==> src/rtl/gmii_frame_rx_if.sv <==
// Byte/valid receive stream and the decoded frame outputs of gmii_frame_rx.
// The slave modport is the receiver; the master modport is whoever feeds it and consumes its results.
interface gmii_frame_rx_if #(
    parameter int LEN_W = 16
);
    logic [7:0]       rxd;
    logic             rx_dv;
    logic [7:0]       dout;
    logic             dout_vld;
    logic             dout_sof;
    logic             dout_eof;
    logic             frm_done;
    logic [1:0]       frm_err;
    logic [LEN_W-1:0] frm_len;
    logic [7:0]       err_cnt;

    modport master (
        output rxd, rx_dv,
        input  dout, dout_vld, dout_sof, dout_eof, frm_done, frm_err, frm_len, err_cnt
    );

    modport slave (
        input  rxd, rx_dv,
        output dout, dout_vld, dout_sof, dout_eof, frm_done, frm_err, frm_len, err_cnt
    );
endinterface

==> src/rtl/gmii_frame_rx.sv <==
// Strips preamble/SFD from a byte/valid stream and re-emits the payload with sof/eof marks.
// It also reports per-frame status, length and a saturating count of bad frames.
//
// state  | meaning
// S_IDLE | waiting for a rising edge of rx_dv
// S_PRE  | counting 0x55 preamble bytes, looking for the SFD
// S_DATA | payload: one byte held back so the last one can be flagged eof
// S_DROP | discarding the rest of a bad or overlong frame until rx_dv falls
module gmii_frame_rx #(
    parameter int PRE_MIN = 7,
    parameter int MAX_LEN = 1518,
    parameter int LEN_W   = 16
) (
    input  logic           i_clk,
    input  logic           i_rst_n,
    gmii_frame_rx_if.slave bus
);
    typedef enum logic [1:0] {S_IDLE, S_PRE, S_DATA, S_DROP} state_t;

    localparam logic [7:0]       PRE_BYTE = 8'h55;
    localparam logic [7:0]       SFD_BYTE = 8'hD5;
    localparam logic [3:0]       PRE_THR  = 4'(PRE_MIN);
    localparam logic [LEN_W-1:0] LEN_MAX  = LEN_W'(MAX_LEN);

    state_t           r_state;
    state_t           w_state_nxt;
    logic             r_dv_d;
    logic [3:0]       r_pre_cnt;
    logic [7:0]       r_hold;
    logic [LEN_W-1:0] r_len;
    logic [7:0]       r_sum;
    logic             r_drop_done;
    logic [7:0]       r_dout;
    logic             r_vld;
    logic             r_sof;
    logic             r_eof;
    logic             r_done;
    logic [1:0]       r_err;
    logic [LEN_W-1:0] r_flen;
    logic [7:0]       r_err_cnt;

    logic             w_start;
    logic             w_is_pre;
    logic             w_is_sfd;
    logic             w_len_full;
    logic             w_emit;
    logic             w_sof;
    logic             w_eof;
    logic             w_done;
    logic [1:0]       w_err;
    logic [LEN_W-1:0] w_flen;

    // r_dv_d resets high so a frame already running at reset exit is never taken as a start.
    assign w_start    = bus.rx_dv & ~r_dv_d;
    assign w_is_pre   = (bus.rxd == PRE_BYTE);
    assign w_is_sfd   = (bus.rxd == SFD_BYTE);
    assign w_len_full = (r_len == LEN_MAX);

    always_ff @(posedge i_clk) begin
        if (!i_rst_n) begin
            r_state <= S_IDLE;
        end else begin
            r_state <= w_state_nxt;
        end
    end

    always_comb begin
        w_state_nxt = r_state;
        case (r_state)
            S_IDLE: begin
                if (w_start) begin
                    w_state_nxt = w_is_pre ? S_PRE : S_DROP;
                end
            end
            S_PRE: begin
                if (!bus.rx_dv) begin
                    w_state_nxt = S_IDLE;
                end else if (w_is_sfd && (r_pre_cnt >= PRE_THR)) begin
                    w_state_nxt = S_DATA;
                end else if (!w_is_pre) begin
                    w_state_nxt = S_DROP;
                end
            end
            S_DATA: begin
                if (!bus.rx_dv) begin
                    w_state_nxt = S_IDLE;
                end else if (w_len_full) begin
                    w_state_nxt = S_DROP;
                end
            end
            S_DROP: begin
                if (!bus.rx_dv) begin
                    w_state_nxt = S_IDLE;
                end
            end
            default: w_state_nxt = S_IDLE;
        endcase
    end

    always_comb begin
        w_emit = 1'b0;
        w_sof  = 1'b0;
        w_eof  = 1'b0;
        w_done = 1'b0;
        w_err  = 2'd0;
        w_flen = '0;
        case (r_state)
            S_PRE: begin
                if (!bus.rx_dv) begin
                    w_done = 1'b1;
                    w_err  = 2'd1;
                end
            end
            S_DATA: begin
                if (!bus.rx_dv || w_len_full) begin
                    w_emit = (r_len != '0);
                    w_sof  = (r_len == LEN_W'(1));
                    w_eof  = (r_len != '0);
                    w_done = 1'b1;
                    w_flen = r_len;
                    // The held byte is the checksum of everything emitted before it.
                    if (bus.rx_dv || (r_len < LEN_W'(2))) begin
                        w_err = 2'd3;
                    end else if (r_hold != r_sum) begin
                        w_err = 2'd2;
                    end
                end else if (r_len != '0) begin
                    w_emit = 1'b1;
                    w_sof  = (r_len == LEN_W'(1));
                end
            end
            S_DROP: begin
                if (!bus.rx_dv && r_drop_done) begin
                    w_done = 1'b1;
                    w_err  = 2'd1;
                end
            end
            default: ;
        endcase
    end

    always_ff @(posedge i_clk) begin
        if (!i_rst_n) begin
            r_dv_d      <= 1'b1;
            r_pre_cnt   <= '0;
            r_hold      <= '0;
            r_len       <= '0;
            r_sum       <= '0;
            r_drop_done <= 1'b0;
            r_dout      <= '0;
            r_vld       <= 1'b0;
            r_sof       <= 1'b0;
            r_eof       <= 1'b0;
            r_done      <= 1'b0;
            r_err       <= '0;
            r_flen      <= '0;
            r_err_cnt   <= '0;
        end else begin
            r_dv_d <= bus.rx_dv;
            r_vld  <= w_emit;
            r_sof  <= w_sof;
            r_eof  <= w_eof;
            r_done <= w_done;
            if (w_emit) begin
                r_dout <= r_hold;
            end
            if (w_done) begin
                r_err  <= w_err;
                r_flen <= w_flen;
                if ((w_err != 2'd0) && (r_err_cnt != 8'hFF)) begin
                    r_err_cnt <= r_err_cnt + 8'd1;
                end
            end
            case (r_state)
                S_IDLE: begin
                    if (w_start) begin
                        r_pre_cnt   <= 4'd1;
                        r_len       <= '0;
                        r_sum       <= '0;
                        r_drop_done <= 1'b1;
                    end
                end
                S_PRE: begin
                    if (bus.rx_dv && w_is_pre && (r_pre_cnt != 4'hF)) begin
                        r_pre_cnt <= r_pre_cnt + 4'd1;
                    end
                end
                S_DATA: begin
                    if (bus.rx_dv) begin
                        if (w_len_full) begin
                            r_drop_done <= 1'b0;
                        end else begin
                            r_hold <= bus.rxd;
                            r_len  <= r_len + LEN_W'(1);
                            if (r_len != '0) begin
                                r_sum <= r_sum + r_hold;
                            end
                        end
                    end
                end
                default: ;
            endcase
        end
    end

    assign bus.dout     = r_dout;
    assign bus.dout_vld = r_vld;
    assign bus.dout_sof = r_sof;
    assign bus.dout_eof = r_eof;
    assign bus.frm_done = r_done;
    assign bus.frm_err  = r_err;
    assign bus.frm_len  = r_flen;
    assign bus.err_cnt  = r_err_cnt;
endmodule

==> src/flat_wrapper.sv <==
// flat-port wrapper written by rule: the top's interface ports become plain ports
module gmii_frame_rx_flat 
#(
    parameter int PRE_MIN = 7,
    parameter int MAX_LEN = 1518,
    parameter int LEN_W   = 16
)
  (i_clk, i_rst_n, bus_rxd, bus_rx_dv, bus_dout, bus_dout_vld, bus_dout_sof, bus_dout_eof, bus_frm_done, bus_frm_err, bus_frm_len, bus_err_cnt);
  gmii_frame_rx_if #(.LEN_W(LEN_W)) bus_i ();
  input  logic i_clk;
  input  logic i_rst_n;
  input wire logic [$bits(bus_i.rxd)-1:0] bus_rxd;
  input wire logic [$bits(bus_i.rx_dv)-1:0] bus_rx_dv;
  output wire logic [$bits(bus_i.dout)-1:0] bus_dout;
  output wire logic [$bits(bus_i.dout_vld)-1:0] bus_dout_vld;
  output wire logic [$bits(bus_i.dout_sof)-1:0] bus_dout_sof;
  output wire logic [$bits(bus_i.dout_eof)-1:0] bus_dout_eof;
  output wire logic [$bits(bus_i.frm_done)-1:0] bus_frm_done;
  output wire logic [$bits(bus_i.frm_err)-1:0] bus_frm_err;
  output wire logic [$bits(bus_i.frm_len)-1:0] bus_frm_len;
  output wire logic [$bits(bus_i.err_cnt)-1:0] bus_err_cnt;
  assign bus_i.rxd = bus_rxd;
  assign bus_i.rx_dv = bus_rx_dv;
  assign bus_dout = bus_i.dout;
  assign bus_dout_vld = bus_i.dout_vld;
  assign bus_dout_sof = bus_i.dout_sof;
  assign bus_dout_eof = bus_i.dout_eof;
  assign bus_frm_done = bus_i.frm_done;
  assign bus_frm_err = bus_i.frm_err;
  assign bus_frm_len = bus_i.frm_len;
  assign bus_err_cnt = bus_i.err_cnt;
  gmii_frame_rx #(.PRE_MIN(PRE_MIN), .MAX_LEN(MAX_LEN), .LEN_W(LEN_W)) u_core (.i_clk(i_clk), .i_rst_n(i_rst_n), .bus(bus_i));
endmodule
==> config.mk <==
export PLATFORM = sky130hd
export DESIGN_NAME = gmii_frame_rx_flat
export DESIGN_NICKNAME = d
export VERILOG_FILES = /design/src/rtl/gmii_frame_rx_if.sv /design/src/rtl/gmii_frame_rx.sv /design/src/flat_wrapper.sv
export SDC_FILE = /design/constraint.sdc
export NUM_CORES = 1
export LEC_CHECK = 0
export ABC_AREA = 1
export BUFFER_PORTS_ARGS = -buffer_cell sky130_fd_sc_hd__buf_4
export CORE_MARGIN = 5
export CORE_UTILIZATION = 46
export CTS_CLUSTER_SIZE = 20
export DETAILED_ROUTE_END_ITERATION = 16
export PLACE_DENSITY = 0.65
export SLEW_MARGIN = 20
export SYNTH_ARGS = -nofsm -noshare
export SYNTH_HDL_FRONTEND = slang
export SYNTH_SLANG_ARGS = --single-unit
==> constraint.sdc <==
create_clock -name i_clk -period 3.82 [get_ports i_clk]
set_input_delay 0.764 -clock i_clk [delete_from_list [all_inputs] [get_ports i_clk]]
set_output_delay 0.764 -clock i_clk [all_outputs]
set_load 0.005 [all_outputs]
==> summary.md <==
| Metric | Value |
|---|---|
| Number of buffers inserted to repair setup after CTS | 0 |
| Die boundary width | ~100 microns |
| Synthesis warning total | 0 |
| Initial core utilization | around 47% |
| Fraction of the mapped netlist area in compound gates | between 10% and 20% |
| Simple-gate share of the synthesized area | ~33% |
| Critical path's most frequent cell | sky130_fd_sc_hd__nor2_1 |
| Time the worst path needs with I/O delays and setup | about 2200 ps |
| Core Footprint | about 8600 sq um |
| Type of the most critical hold path | flip-flop to flip-flop |
| Final count of pins violating max slew | 0 |
| Clock latency on the worst-skew pair | roughly 350 ps |
| Sum of negative setup slack | 0 ps |
| Reported max-cap violation count | 0 |
| Skew final | 9.69 ps |
| Nature of the critical path endpoint | flip-flop |
| Clock tree root buffer cell | sky130_fd_sc_hd__clkbuf_8 |
| Total congestion overflow | 0 |
| Leakage power of the design | 1.95 nW |
| Worst-case headroom to the max-slew limit | 50.5% |
| Clock tree from TritonCTS | built |
| Number of global-route vias before repair | 3526 |
| Layout overhead on the synthesized area | 15.4% |
| Count of TritonRoute iterations in the first routing pass | 5 |
| Mapped Cells | about 560 |
| FF+latch area | roughly 1600 sq um |
| Global-route wire length before repair | about 16000 microns |
| Data required time at the worst endpoint | 4070 ps |
| Layout cells sized above 1 | between 10% and 20% |
| Final GP Congestion | between 0.9 and 1 |
| Largest family of logic cells by synthesized area | simple AND/OR/NAND/NOR gates |
| Boundary pin count | a little under 50 |
| Sequential cell area fraction in the yosys report | 38.9% |
| Die ar. | 10700 sq um |
| Routed via count | 3680 |
| Post-Syn Nets | approximately 590 |
| RSZ-0062 raised after global routing | no |
| FILL cells | between 800 and 900 |
| Post-layout net count | around 630 |
| Fraction of registers with async set or reset after synthesis | 0% |
| Most used flip-flop cell after synthesis | sky130_fd_sc_hd__dfxtp_1 |
| Quantity of I/O buffers inserted on ports | 48 |
| Post-Synthesis Mean Instance Area | between 7 and 8 sq um |
| Post-Synthesis Cell Area | 4010 sq um |
| Reg-to-reg setup timing slack | 1630 ps |
| Outcome | complete, no violations |
| Area share of xor/xnor cells in the synthesized design | between 2 and 2.5% |
| Hold buffer count at CTS | 0 |
| Average wire per cell in the routed design | approximately 13 microns |
| Number of CTS-inserted buffers | 9 |
| Detailed-route wire length | roughly 9400 microns |
| Pin count of the biggest net entering global routing | 45 |
| Cell Count, Final, Fillers Out | 717 |
| Number of remaining DRC errors | 0 |
| Final-report hold violation count | 0 |
| Distinct cell type count after synthesis | 40 |
| First-iteration detailed-routing DRC count | about 170 |
| Type of the setup path with the least slack | flip-flop to flip-flop |
| Number of endpoints failing setup at the final stage | 0 |
| Clock sink count | 78 |
| Post-synth EDFFs | 0 |
| Total power per unit cell area | between 400 and 500 nW/um^2 |
| CP max-delay cell | sky130_fd_sc_hd__dfxtp_1 |
| Number of cells upsized or downsized after cts | 0 |
| Number of vias per cell after detailed routing | approximately 5.1 |
| Cells along the critical path | inv_1 > ha_1 > nand3_1 > nor2_1 > nand3_1 > nand2_2 > nor2_1 > inv_2 > a21oi_1 > nor2_1 |
| Synth Register Bits | 78 |
| Clk pin slew, worst setup/hold paths | about 80 ps |
| Period Utilization, post-route | between 50% and 60% |
| Worst Path Arrival | between 2000 and 2500 ps |
| Multi-input gate area in the final layout | 2160 sq um |
| Total instance count after detailed placement | approximately 700 |
| Die Height | between 100 and 150 microns |
| Worst VDD drop | 0.202 mV |
| Buffer levels on the longest clock path | 2 |
| Site row count | 34 |
| Setup crit start kind | flip-flop |
| DP Wirelength | approximately 7000 microns |
| GRT Overall Usage | 18.8% |
| Maximum fanout along the worst path | 22 |
| Least-Margin Pin Slew | roughly 740 ps |
| Share of cell area taken by muxes after synthesis | 0% |
| Diode insertion count for antenna repair | 0 |
| Antenna-violating nets left | 0 |
| Adder-cell share of the synthesized area | 4.56% |
| Max Fclk | ~460 MHz |
| Min setup slack post-route | 1630 ps |
| DP Worst Slack | between 1000 and 1500 ps |
| Crit path largest cell delay | ~470 ps |
| H-tree lvl count | 3 |
| Number of antenna violations at the first check in global routing | 0 |
==> stage by stage <==
step / total power [mW] / area (sq um) / util [%] / hold WS, ps
floorplan: 1.46 / 4010 / - / 445
global placement: 1.60 / 4400 / 51.3 / 452
detailed placement: 1.61 / 4400 / 51.3 / 455
CTS: 2.31 / 4630 / 53.9 / 467
global route: 2.44 / 4630 / 53.9 / 492
finish: 2.28 / 4630 / 53.9 / 466
==> per-layer routing <==
| metal | up-vias | wire [microns] | track usage (%) |
|---|---|---|---|
| li1 | 1938 | - | - |
| met1 | 1664 | 4510 | 25.1 |
| met2 | 68 | 4480 | 30.6 |
| met3 | 10 | 350 | 3.82 |
| met4 | 0 | 108 | 5.48 |
| met5 | - | 0 | 0 |
==> power by group <==
group | internal (mW) | switching, mW | leakage, nW
clock | 0.387 | 0.301 | 0.113
sequential | 0.891 | 0.0741 | 0.631
combinational | 0.208 | 0.418 | 1.20
total | 1.49 | 0.793 | 1.95
==> flip-flops by register name, indices dropped and copies added (netlist names), 2 cells and up <==
register and flops:
u_core.r_hold 8, u_core.r_pre_cnt 4, u_core.r_len 16, u_core.r_state 2
u_core.bus.err_cnt 8, u_core.bus.dout 8, u_core.bus.frm_len 16, u_core.r_sum 8
u_core.bus.frm_err 2
==> worst max-delay path: cells and delay by family (launching register included) <==
| family | cells | cell delay (ps) |
|---|---|---|
| simple gates | 6 | 950 |
| compound gates | 1 | 150 |
| buf+inv | 2 | 280 |
| fa+ha+maj | 1 | 250 |
| flops | 1 | 470 |
==> cells in the mapped netlist (all sizes together), types with 3 or more instances <==
library cell  count  area [sq um]
nand2           131           539
nor2             88           360
dfxtp            78          1560
a21oi            60           327
inv              47           176
nand3            42           220
o21ai            26           130
nand4            15          93.8
ha               13           163
buf              10          82.6
nor3             10          55.1
xor2              9          78.8
clkbuf            7          26.3
o211ai            4          30.0
a31oi             3          18.8
==> final cells by class <==
| cell class | count | share of cell area [%] |
|---|---|---|
| repair buffers | 49 | 7.95 |
| clock inverters | 5 | 1.78 |
| flip-flops and latches | 78 | 33.7 |
| multi-input cells | 417 | 46.6 |
| clock buffers | 11 | 3.05 |
| well taps | 108 | 2.92 |
| inverters | 49 | 3.97 |
==> worst paths after layout <==
path	depth (start not counted)	to	start
worst min-delay path	2	u_core.bus.frm_len[15]	u_core.bus.frm_len[15]
worst max-delay path	10	u_core.r_sum[4]	u_core.r_len[0]
worst min register to register	2	u_core.bus.frm_len[15]	u_core.bus.frm_len[15]
worst max register to register	10	u_core.r_sum[4]	u_core.r_len[0]
==> cells by family after synthesis <==
kind of cell | count (synthesis)
XOR/XNOR | 11
AO/OA/AOI/OAI | 99
flip-flops | 78
adder cells (fa/ha/maj) | 14
AND/OR/NAND/NOR | 293
buffers and inverters | 66
==> cells in the final DEF (no fill, tap or decap), types with 4 or more instances in the layout <==
cell,instances
sky130_fd_sc_hd__buf_4,49
sky130_fd_sc_hd__nor2_1,82
sky130_fd_sc_hd__nand2_2,10
sky130_fd_sc_hd__clkbuf_8,10
sky130_fd_sc_hd__a21oi_2,7
sky130_fd_sc_hd__inv_1,36
sky130_fd_sc_hd__a21oi_1,53
sky130_fd_sc_hd__xor2_1,9
sky130_fd_sc_hd__nand2_1,118
sky130_fd_sc_hd__o21ai_0,25
sky130_fd_sc_hd__o211ai_1,4
sky130_fd_sc_hd__nand4_1,15
sky130_fd_sc_hd__ha_1,13
sky130_fd_sc_hd__nand3_1,40
sky130_fd_sc_hd__dfxtp_1,78
sky130_fd_sc_hd__inv_2,11
sky130_fd_sc_hd__nor3_1,9
(Power assumes the default switching activity.)
